===== src/rtl/count_mon_pkg.sv =====
// Shared types for the counter monitor: FSM state and step classification.
package count_mon_pkg;

    typedef enum logic [1:0] {
        S_EMPTY = 2'd0,
        S_UP    = 2'd1,
        S_DOWN  = 2'd2,
        S_STOP  = 2'd3
    } mon_state_t;

    typedef enum logic [1:0] {
        STEP_HOLD = 2'd0,
        STEP_UP   = 2'd1,
        STEP_DOWN = 2'd2,
        STEP_JUMP = 2'd3
    } step_t;

endpackage


===== src/rtl/count_monitor_step_classifier.sv =====
// Combinational classifier of one counter transition (prev -> sample),
// arithmetic modulo 2^NBITS_COUNT. Priority HOLD > UP > DOWN > JUMP.
module step_classifier
    import count_mon_pkg::*;
#(
    parameter int unsigned NBITS_COUNT = 4
) (
    input  logic [NBITS_COUNT-1:0] prev,
    input  logic [NBITS_COUNT-1:0] sample,
    output step_t                  step,
    output logic                   up_wrap,
    output logic                   down_wrap
);

    localparam logic [NBITS_COUNT-1:0] ONE = NBITS_COUNT'(1);

    logic [NBITS_COUNT-1:0] prev_inc;
    logic [NBITS_COUNT-1:0] prev_dec;

    assign prev_inc = prev + ONE;
    assign prev_dec = prev - ONE;

    // Classify the step and flag the wrap cases of an adjacent step
    always_comb begin
        step      = STEP_JUMP;
        up_wrap   = 1'b0;
        down_wrap = 1'b0;
        if (sample == prev) begin
            step = STEP_HOLD;
        end else if (sample == prev_inc) begin
            step    = STEP_UP;
            up_wrap = (prev == '1);
        end else if (sample == prev_dec) begin
            step      = STEP_DOWN;
            down_wrap = (prev == '0);
        end
    end

endmodule


===== src/rtl/count_monitor.sv =====
// Observer for the mod-2^N lab-board counter: classifies each accepted
// sample, tracks direction/stall and keeps a net wrap count.
// Optional macro MONITOR_ERR_EN adds err_clr/err_sticky (load during counting).
module count_monitor
    import count_mon_pkg::*;
#(
    parameter int unsigned NBITS_COUNT = 4,
    parameter int unsigned NBITS_WRAP  = 4,
    parameter int unsigned STALL_LIMIT = 8
) (
    input  logic                   clk_2,
    input  logic                   reset,
    input  logic                   sample_valid,
    input  logic [NBITS_COUNT-1:0] sample,
`ifdef MONITOR_ERR_EN
    input  logic                   err_clr,
    output logic                   err_sticky,
`endif
    output logic [1:0]             state,
    output logic                   dir_up,
    output logic                   dir_down,
    output logic                   stopped,
    output logic                   jump,
    output logic                   wrap_pulse,
    output logic [NBITS_WRAP-1:0]  wrap_count,
    output logic [NBITS_COUNT-1:0] last_sample
);

    localparam int unsigned HW = $clog2(STALL_LIMIT + 1);
    localparam logic [HW-1:0] HOLD_MAX = HW'(STALL_LIMIT);
    localparam logic [NBITS_WRAP-1:0] WONE = NBITS_WRAP'(1);

    mon_state_t             state_q, state_d;
    logic [HW-1:0]          hold_q, hold_d;
    logic                   jump_d, wrap_d;
    logic [NBITS_WRAP-1:0]  wcnt_d;
    step_t                  step;
    logic                   up_wrap, down_wrap;

    step_classifier #(
        .NBITS_COUNT (NBITS_COUNT)
    ) u_classifier (
        .prev      (last_sample),
        .sample    (sample),
        .step      (step),
        .up_wrap   (up_wrap),
        .down_wrap (down_wrap)
    );

    assign state = state_q;

    // Next-state, hold counter, pulses and wrap count for an accepted sample
    always_comb begin
        state_d = state_q;
        hold_d  = hold_q;
        jump_d  = 1'b0;
        wrap_d  = 1'b0;
        wcnt_d  = wrap_count;
        if (sample_valid) begin
            if (state_q == S_EMPTY) begin
                state_d = S_STOP;
            end else begin
                unique case (step)
                    STEP_HOLD: begin
                        if (hold_q < HOLD_MAX) hold_d = hold_q + HW'(1);
                        if (hold_d >= HOLD_MAX) state_d = S_STOP;
                    end
                    STEP_UP: begin
                        state_d = S_UP;
                        hold_d  = '0;
                        if (up_wrap) begin
                            wrap_d = 1'b1;
                            wcnt_d = wrap_count + WONE;
                        end
                    end
                    STEP_DOWN: begin
                        state_d = S_DOWN;
                        hold_d  = '0;
                        if (down_wrap) begin
                            wrap_d = 1'b1;
                            wcnt_d = wrap_count - WONE;
                        end
                    end
                    default: begin
                        state_d = S_STOP;
                        jump_d  = 1'b1;
                        hold_d  = '0;
                    end
                endcase
            end
        end
    end

    // Register state and all outputs; direction flags decode the next state
    always_ff @(posedge clk_2) begin
        if (reset) begin
            state_q     <= S_EMPTY;
            hold_q      <= '0;
            dir_up      <= 1'b0;
            dir_down    <= 1'b0;
            stopped     <= 1'b0;
            jump        <= 1'b0;
            wrap_pulse  <= 1'b0;
            wrap_count  <= '0;
            last_sample <= '0;
        end else begin
            state_q    <= state_d;
            hold_q     <= hold_d;
            dir_up     <= (state_d == S_UP);
            dir_down   <= (state_d == S_DOWN);
            stopped    <= (state_d == S_STOP);
            jump       <= jump_d;
            wrap_pulse <= wrap_d;
            wrap_count <= wcnt_d;
            if (sample_valid) last_sample <= sample;
        end
    end

`ifdef MONITOR_ERR_EN
    // Sticky flag for a load seen while actively counting; set beats clear
    always_ff @(posedge clk_2) begin
        if (reset) begin
            err_sticky <= 1'b0;
        end else if (sample_valid && step == STEP_JUMP &&
                     (state_q == S_UP || state_q == S_DOWN)) begin
            err_sticky <= 1'b1;
        end else if (err_clr) begin
            err_sticky <= 1'b0;
        end
    end
`endif

endmodule


===== config.mk =====
export PLATFORM = sky130hd
export DESIGN_NAME = count_monitor
export DESIGN_NICKNAME = d
export VERILOG_FILES = /design/src/rtl/count_mon_pkg.sv /design/src/rtl/count_monitor_step_classifier.sv /design/src/rtl/count_monitor.sv
export SDC_FILE = /design/constraint.sdc
export NUM_CORES = 1
export LEC_CHECK = 0
export ABC_AREA = 1
export CAP_MARGIN = 20
export CORE_AREA = 5 5 55 57
export DETAILED_ROUTE_END_ITERATION = 6
export DIE_AREA = 0 0 60 62
export PLACE_DENSITY = 0.77
export SLEW_MARGIN = 20
export SYNTH_ARGS = -nofsm -noshare
export SYNTH_HDL_FRONTEND = slang
export SYNTH_SLANG_ARGS = --single-unit

===== constraint.sdc =====
create_clock -name clk_2 -period 3.18 [get_ports clk_2]
set_clock_uncertainty 0.2 [all_clocks]
set_input_delay 0.636 -clock clk_2 [delete_from_list [all_inputs] [get_ports clk_2]]
set_output_delay 0.636 -clock clk_2 [all_outputs]
set_load 0.01 [all_outputs]

-- Word level (Yosys, flattened, before mapping)
Index checks and enable logic that the tools add are counted.
- input bits: 7
- flip-flop bits (word level): 19
- eq/ne operators: 11
- $lt $le $gt $ge: 2
- multiplexer cells: 24
- bitwise logic cells: 2
- reductions and logical operators: 8
- add/subtract/negate cells: 5
- operator list (operator ; number):
    $mux 4 ; 7
    $add 4x1->4 const B ; 3
    $eq 4x4->1 ; 3
    $mux 2 ; 5
    $mux 1 ; 9
    $pmux 4 s2 ; 1
    $sub 4x1->4 const B ; 2
    $eq 2x2->1 const B ; 3
    $pmux 2 s3 ; 1
    $reduce_or 3->1 ; 2
    $reduce_and 5->1 ; 1
    $eq 2x1->1 const B ; 2
    $eq 4x4->1 const B ; 1
    $ge 4x4->1 const B ; 1
    $logic_not 2->1 ; 2
    $logic_not 4->1 ; 1
    $lt 4x4->1 const B ; 1
    $ne 2x1->1 const B ; 1
    $ne 2x2->1 const B ; 1
    $not 1->1 ; 2
    $pmux 1 s2 ; 1
    $reduce_and 2->1 ; 1
    $reduce_bool 2->1 ; 1

-- Depth between registers and ports, before layout
- depth after elaboration: 15
- gate-level depth with buffers: 18

-- Modules after synthesis
From an unflattened synthesis, not the netlist that was laid out.
- cells, all modules: 194
- area, all modules: 1310.0 um^2
- modules (own cells, without submodules) (module ; area each (um^2) ; times used ; seq. area each (um^2) ; cells an instance):
    count_monitor ; 969.7 ; 1 ; 380.4 ; 131
    step_classifier ; 340.3 ; 1 ; 0.0 ; 63

-- Least setup slack after synthesis
Ideal clock, no wire load.
- path type: flip-flop to flip-flop
- start: register last_sample[1]
- end: register wrap_count[3]
- buffers on the path: 0
- cell stages (with the launch flop): 15
- required time: 2.910 ns
- period minus slack after synthesis: 2.783 ns
- arrival time: 2.513 ns
- setup slack: 0.397 ns
- cell sequence: dfxtp_1 inv_1 ha_1 inv_1 nand2_1 nand2_1 nand3_2 o21ai_0 ha_1 ha_1 a21oi_1 nand2_1 xnor2_1 nand4_1 a21oi_1
- longest elaborated chain between the ends: 8
- elaborated cells between the ends (all ways): 22
- classes of those cells: add/sub: 2; eq/ne: 8; mux: 9; reduce/logical: 3
- RTL lines (item ; line ; text):
    from (decl) ; count_monitor.sv:26 ; output logic [NBITS_COUNT-1:0] last_sample
    from (signal assigned) ; count_monitor.sv:115 ; if (sample_valid) last_sample <= sample;
    $sub 4x1->4 ; count_monitor_step_classifier.sv:21 ; assign prev_dec = prev - ONE;
    $eq 4x4->1 ; count_monitor_step_classifier.sv:33 ; end else if (sample == prev_dec) begin
    $mux 1 ; count_monitor_step_classifier.sv:33 ;
    $mux 2 ; count_monitor_step_classifier.sv:30 ; end else if (sample == prev_inc) begin
    $mux 2 ; count_monitor_step_classifier.sv:28 ; if (sample == prev) begin
    $eq 2x1->1 / $eq 2x2->1 (equally long branches) ; count_monitor.sv:63 ; unique case (step)
    $ne 2x1->1 (no line) (tied with other cells) ; n/a ;
    $reduce_and 5->1 (no line) ; n/a ;
    to (signal assigned) ; count_monitor.sv:114 ; wrap_count <= wcnt_d;
    to (decl) ; count_monitor.sv:25 ; output logic [NBITS_WRAP-1:0] wrap_count,
Several ways; a longest one is shown, not always the timed one.
A chain may end at the register's enable or synchronous reset.

-- Final worst setup path
- start: input port sample[2]
- end: register wrap_count[2]
- longest elaborated chain between the ends: 7
- elaborated cells between the ends (all ways): 18
- classes of those cells: eq/ne: 7; mux: 9; reduce/logical: 2
- RTL lines (item ; line ; text):
    from (decl) ; count_monitor.sv:14 ; input logic [NBITS_COUNT-1:0] sample,
    $eq 4x4->1 ; count_monitor_step_classifier.sv:33 ;
    $mux 1 ; count_monitor_step_classifier.sv:33 ;
    $mux 2 ; count_monitor_step_classifier.sv:30 ;
    $mux 2 ; count_monitor_step_classifier.sv:28 ;
    $eq 2x1->1 / $eq 2x2->1 (equally long branches) ; count_monitor.sv:63 ;
    $ne 2x1->1 (no line) (tied with other cells) ; n/a ;
    $reduce_and 5->1 (no line) ; n/a ;
Several ways; a longest one is shown, not always the timed one.

==> flow_summary.toml <==
[clocking]
cts.sinks = 19
cts_resized = 0
clockBufferDepth = 2
cts_setup_buffers = 0
cts_buffers = 3
clkTransAtPathRegs_ns = 0.11
insertion_delay_ns = 0.31
postCtsHoldBufs = 0
ctsHtreeMaxLevel = 1
cts_tree = "yes"
cts_root_buf = "clkbuf_4"

[final_layout]
multi_input_area_sq_um = 723
layout-drive-gt1-share = 0.137
regArea_sq_um = 382
final_nets = 216
final_common_cell = "nand2_1"
nFillCells = 220
insertedDiodeCount = 0
final_cell_mix = "nand2_1, inv_1, clkdlybuf4s50_1"
final_cells = 227
syn_to_final_growth_pct = 25.5

[grt]
grt_use_total = 0.169
use_met1 = 0.191
first_global_vias = 1102
grt_pass1_wl_microns = 4670
grt_busiest_layer = "met2"
use_met3 = 0.0269
met2_usage = 0.304
antenna_found_initial = 0
grt_overflow = 0
grt_max_degree = 12

[drt]
drt_iter0_drc = 38
dr.pass1.iters = 4
via_per_inst = 5.08
vias = 1153
wl_microns = 2750
drtAntennaViolNets = 0
wl_per_cell_microns = 12.1
drc_errors = 0

[floorplan]
rows = 18
dieArea_sq_um = 3720
design.core.area_sq_um = 2430
dieWidth_microns = 60
start_util = 0.499
io_pins = 22
die_height_microns = 62

[sta]
fin_hold_ws_ns = 0.280
rsz0062_at_grt = "no"
maxSlewViolCount = 0
tightest_slew_ns = 0.400
min_period_ns = 2.93
period_share = 0.920
max-slew-margin-rel = 0.733
hold_violations = 0
setup_viol = 0
layout_setup_ws_ns = 0.254
finalSetupTns_ns = 0
max_freq_mhz = 342

[synth]
ys.warnings.count = 0
syn_nets = 186
avgSynthCellArea_sq_um = 7.22
synth_cell_types = 26
synthCells = 168
synth-seq-area-share = 0.313
ys_ff_latch = 19
syn_area_sq_um = 1210

[pwr]
p_leak_nw = 0.697
p_per_area_nw_per_um2 = 368
peakVddDrop_mv = 0.291

[place]
place_inst = 223
numPortBuffers = 21
gp_congestion = 0.936
dpl.hpwl_microns = 2240
place_ws_ns = -0.0723

[critical_path]
worst-setup-path-type = "in -> reg"
path_max_fanout = 5
start_kind = "input port"
worstPathArrival_ns = 2.97
required_ns = 3.22
endpoint_kind = "flip-flop"

[run]
maxCapViolations = 0

[outcome]
status = "finished, final reports clean"

[worst_hold_path]
hold_path_class = "reg -> reg"
==> synth_stat cells, drive strengths merged <==
cell type | count | area, sq um
a21oi | 11 | 66.3
a22oi | 1 | 7.51
and3 | 1 | 6.26
buf | 1 | 5.00
dfxtp | 19 | 380
fa | 1 | 20.0
ha | 10 | 125
inv | 28 | 105
nand2 | 42 | 183
nand3 | 12 | 82.6
nand3b | 2 | 15.0
nand4 | 5 | 31.3
nor2 | 15 | 61.3
nor3 | 5 | 30.0
o21ai | 9 | 45.0
o22ai | 1 | 6.26
xnor2 | 5 | 43.8
==> critical path: stages <==
cell and delay, ns:
clkdlybuf4s50_1 0.50, inv_1 0.10, nand2_4 0.09, nand2_2 0.06, nand2_2 0.06, nand3_2 0.07, o21ai_0 0.27, ha_1 0.29
inv_1 0.10, fa_1 0.40, xnor2_1 0.15, nand4_1 0.10, a21oi_1 0.15
==> state kept, by name (all words and copies together) (netlist names) <==
signal,cells
last_sample,4
jump,1
stopped,1
wrap_count,4
wrap_pulse,1
dir_up,1
state,2
dir_down,1
hold_q,4
==> per-layer routing <==
metal	wire, microns	vias up
met3	101	5
met1	1190	531
met5	0	-
li1	-	599
met4	48	0
met2	1410	18
==> report_power, final <==
part           internal (mW)  switching (mW)
sequential             0.252          0.0126
combinational         0.0755          0.0931
clock                 0.0470          0.0810
==> cell type report <==
cell class / count / area share
Clock buffer: 3 / 0.0148
Clock inverter: 1 / 0.00329
Inverter: 28 / 0.0690
Multi-Input combinational cell: 120 / 0.475
Sequential cell: 19 / 0.251
Tap cell: 30 / 0.0247
Timing Repair Buffer: 26 / 0.163
==> path summary, 6_finish.rpt <==
kind	cells past startpoint	end	slack, ns	startpoint
worst max-delay path	13	wrap_count[2]$_SDFFE_PP0P_	0.25	sample[2]
worst min-delay path	2	hold_q[2]$_SDFFE_PP0P_	0.28	hold_q[2]$_SDFFE_PP0P_
worst max register to register	13	wrap_count[2]$_SDFFE_PP0P_	0.32	last_sample[0]$_SDFFE_PP0P_
worst min register to register	2	hold_q[2]$_SDFFE_PP0P_	0.28	hold_q[2]$_SDFFE_PP0P_
==> kinds of logic (layout without fill, tap and decap cells) <==
| kind of cell | count (synthesis) | count (layout) | share of synthesized area |
|---|---|---|---|
| compound gates | 22 | 22 | 0.103 |
| xor+xnor | 5 | 5 | 0.0361 |
| fa+ha+maj | 11 | 11 | 0.120 |
| buf+inv | 29 | 58 | 0.0907 |
| flops | 19 | 19 | 0.313 |
| simple gates | 82 | 82 | 0.337 |
==> per-stage QoR <==
| stage | utilization | instance area [sq um] | power (mW) |
|---|---|---|---|
| after detailed placement | 0.614 | 1490 | 0.439 |
| final | 0.626 | 1520 | 0.561 |
| after global placement | 0.614 | 1490 | 0.431 |
| after floorplan | - | 1210 | 0.373 |
| after CTS | 0.626 | 1520 | 0.564 |
| after global routing | 0.626 | 1520 | 0.597 |
Power figures use the tool's default switching activity.
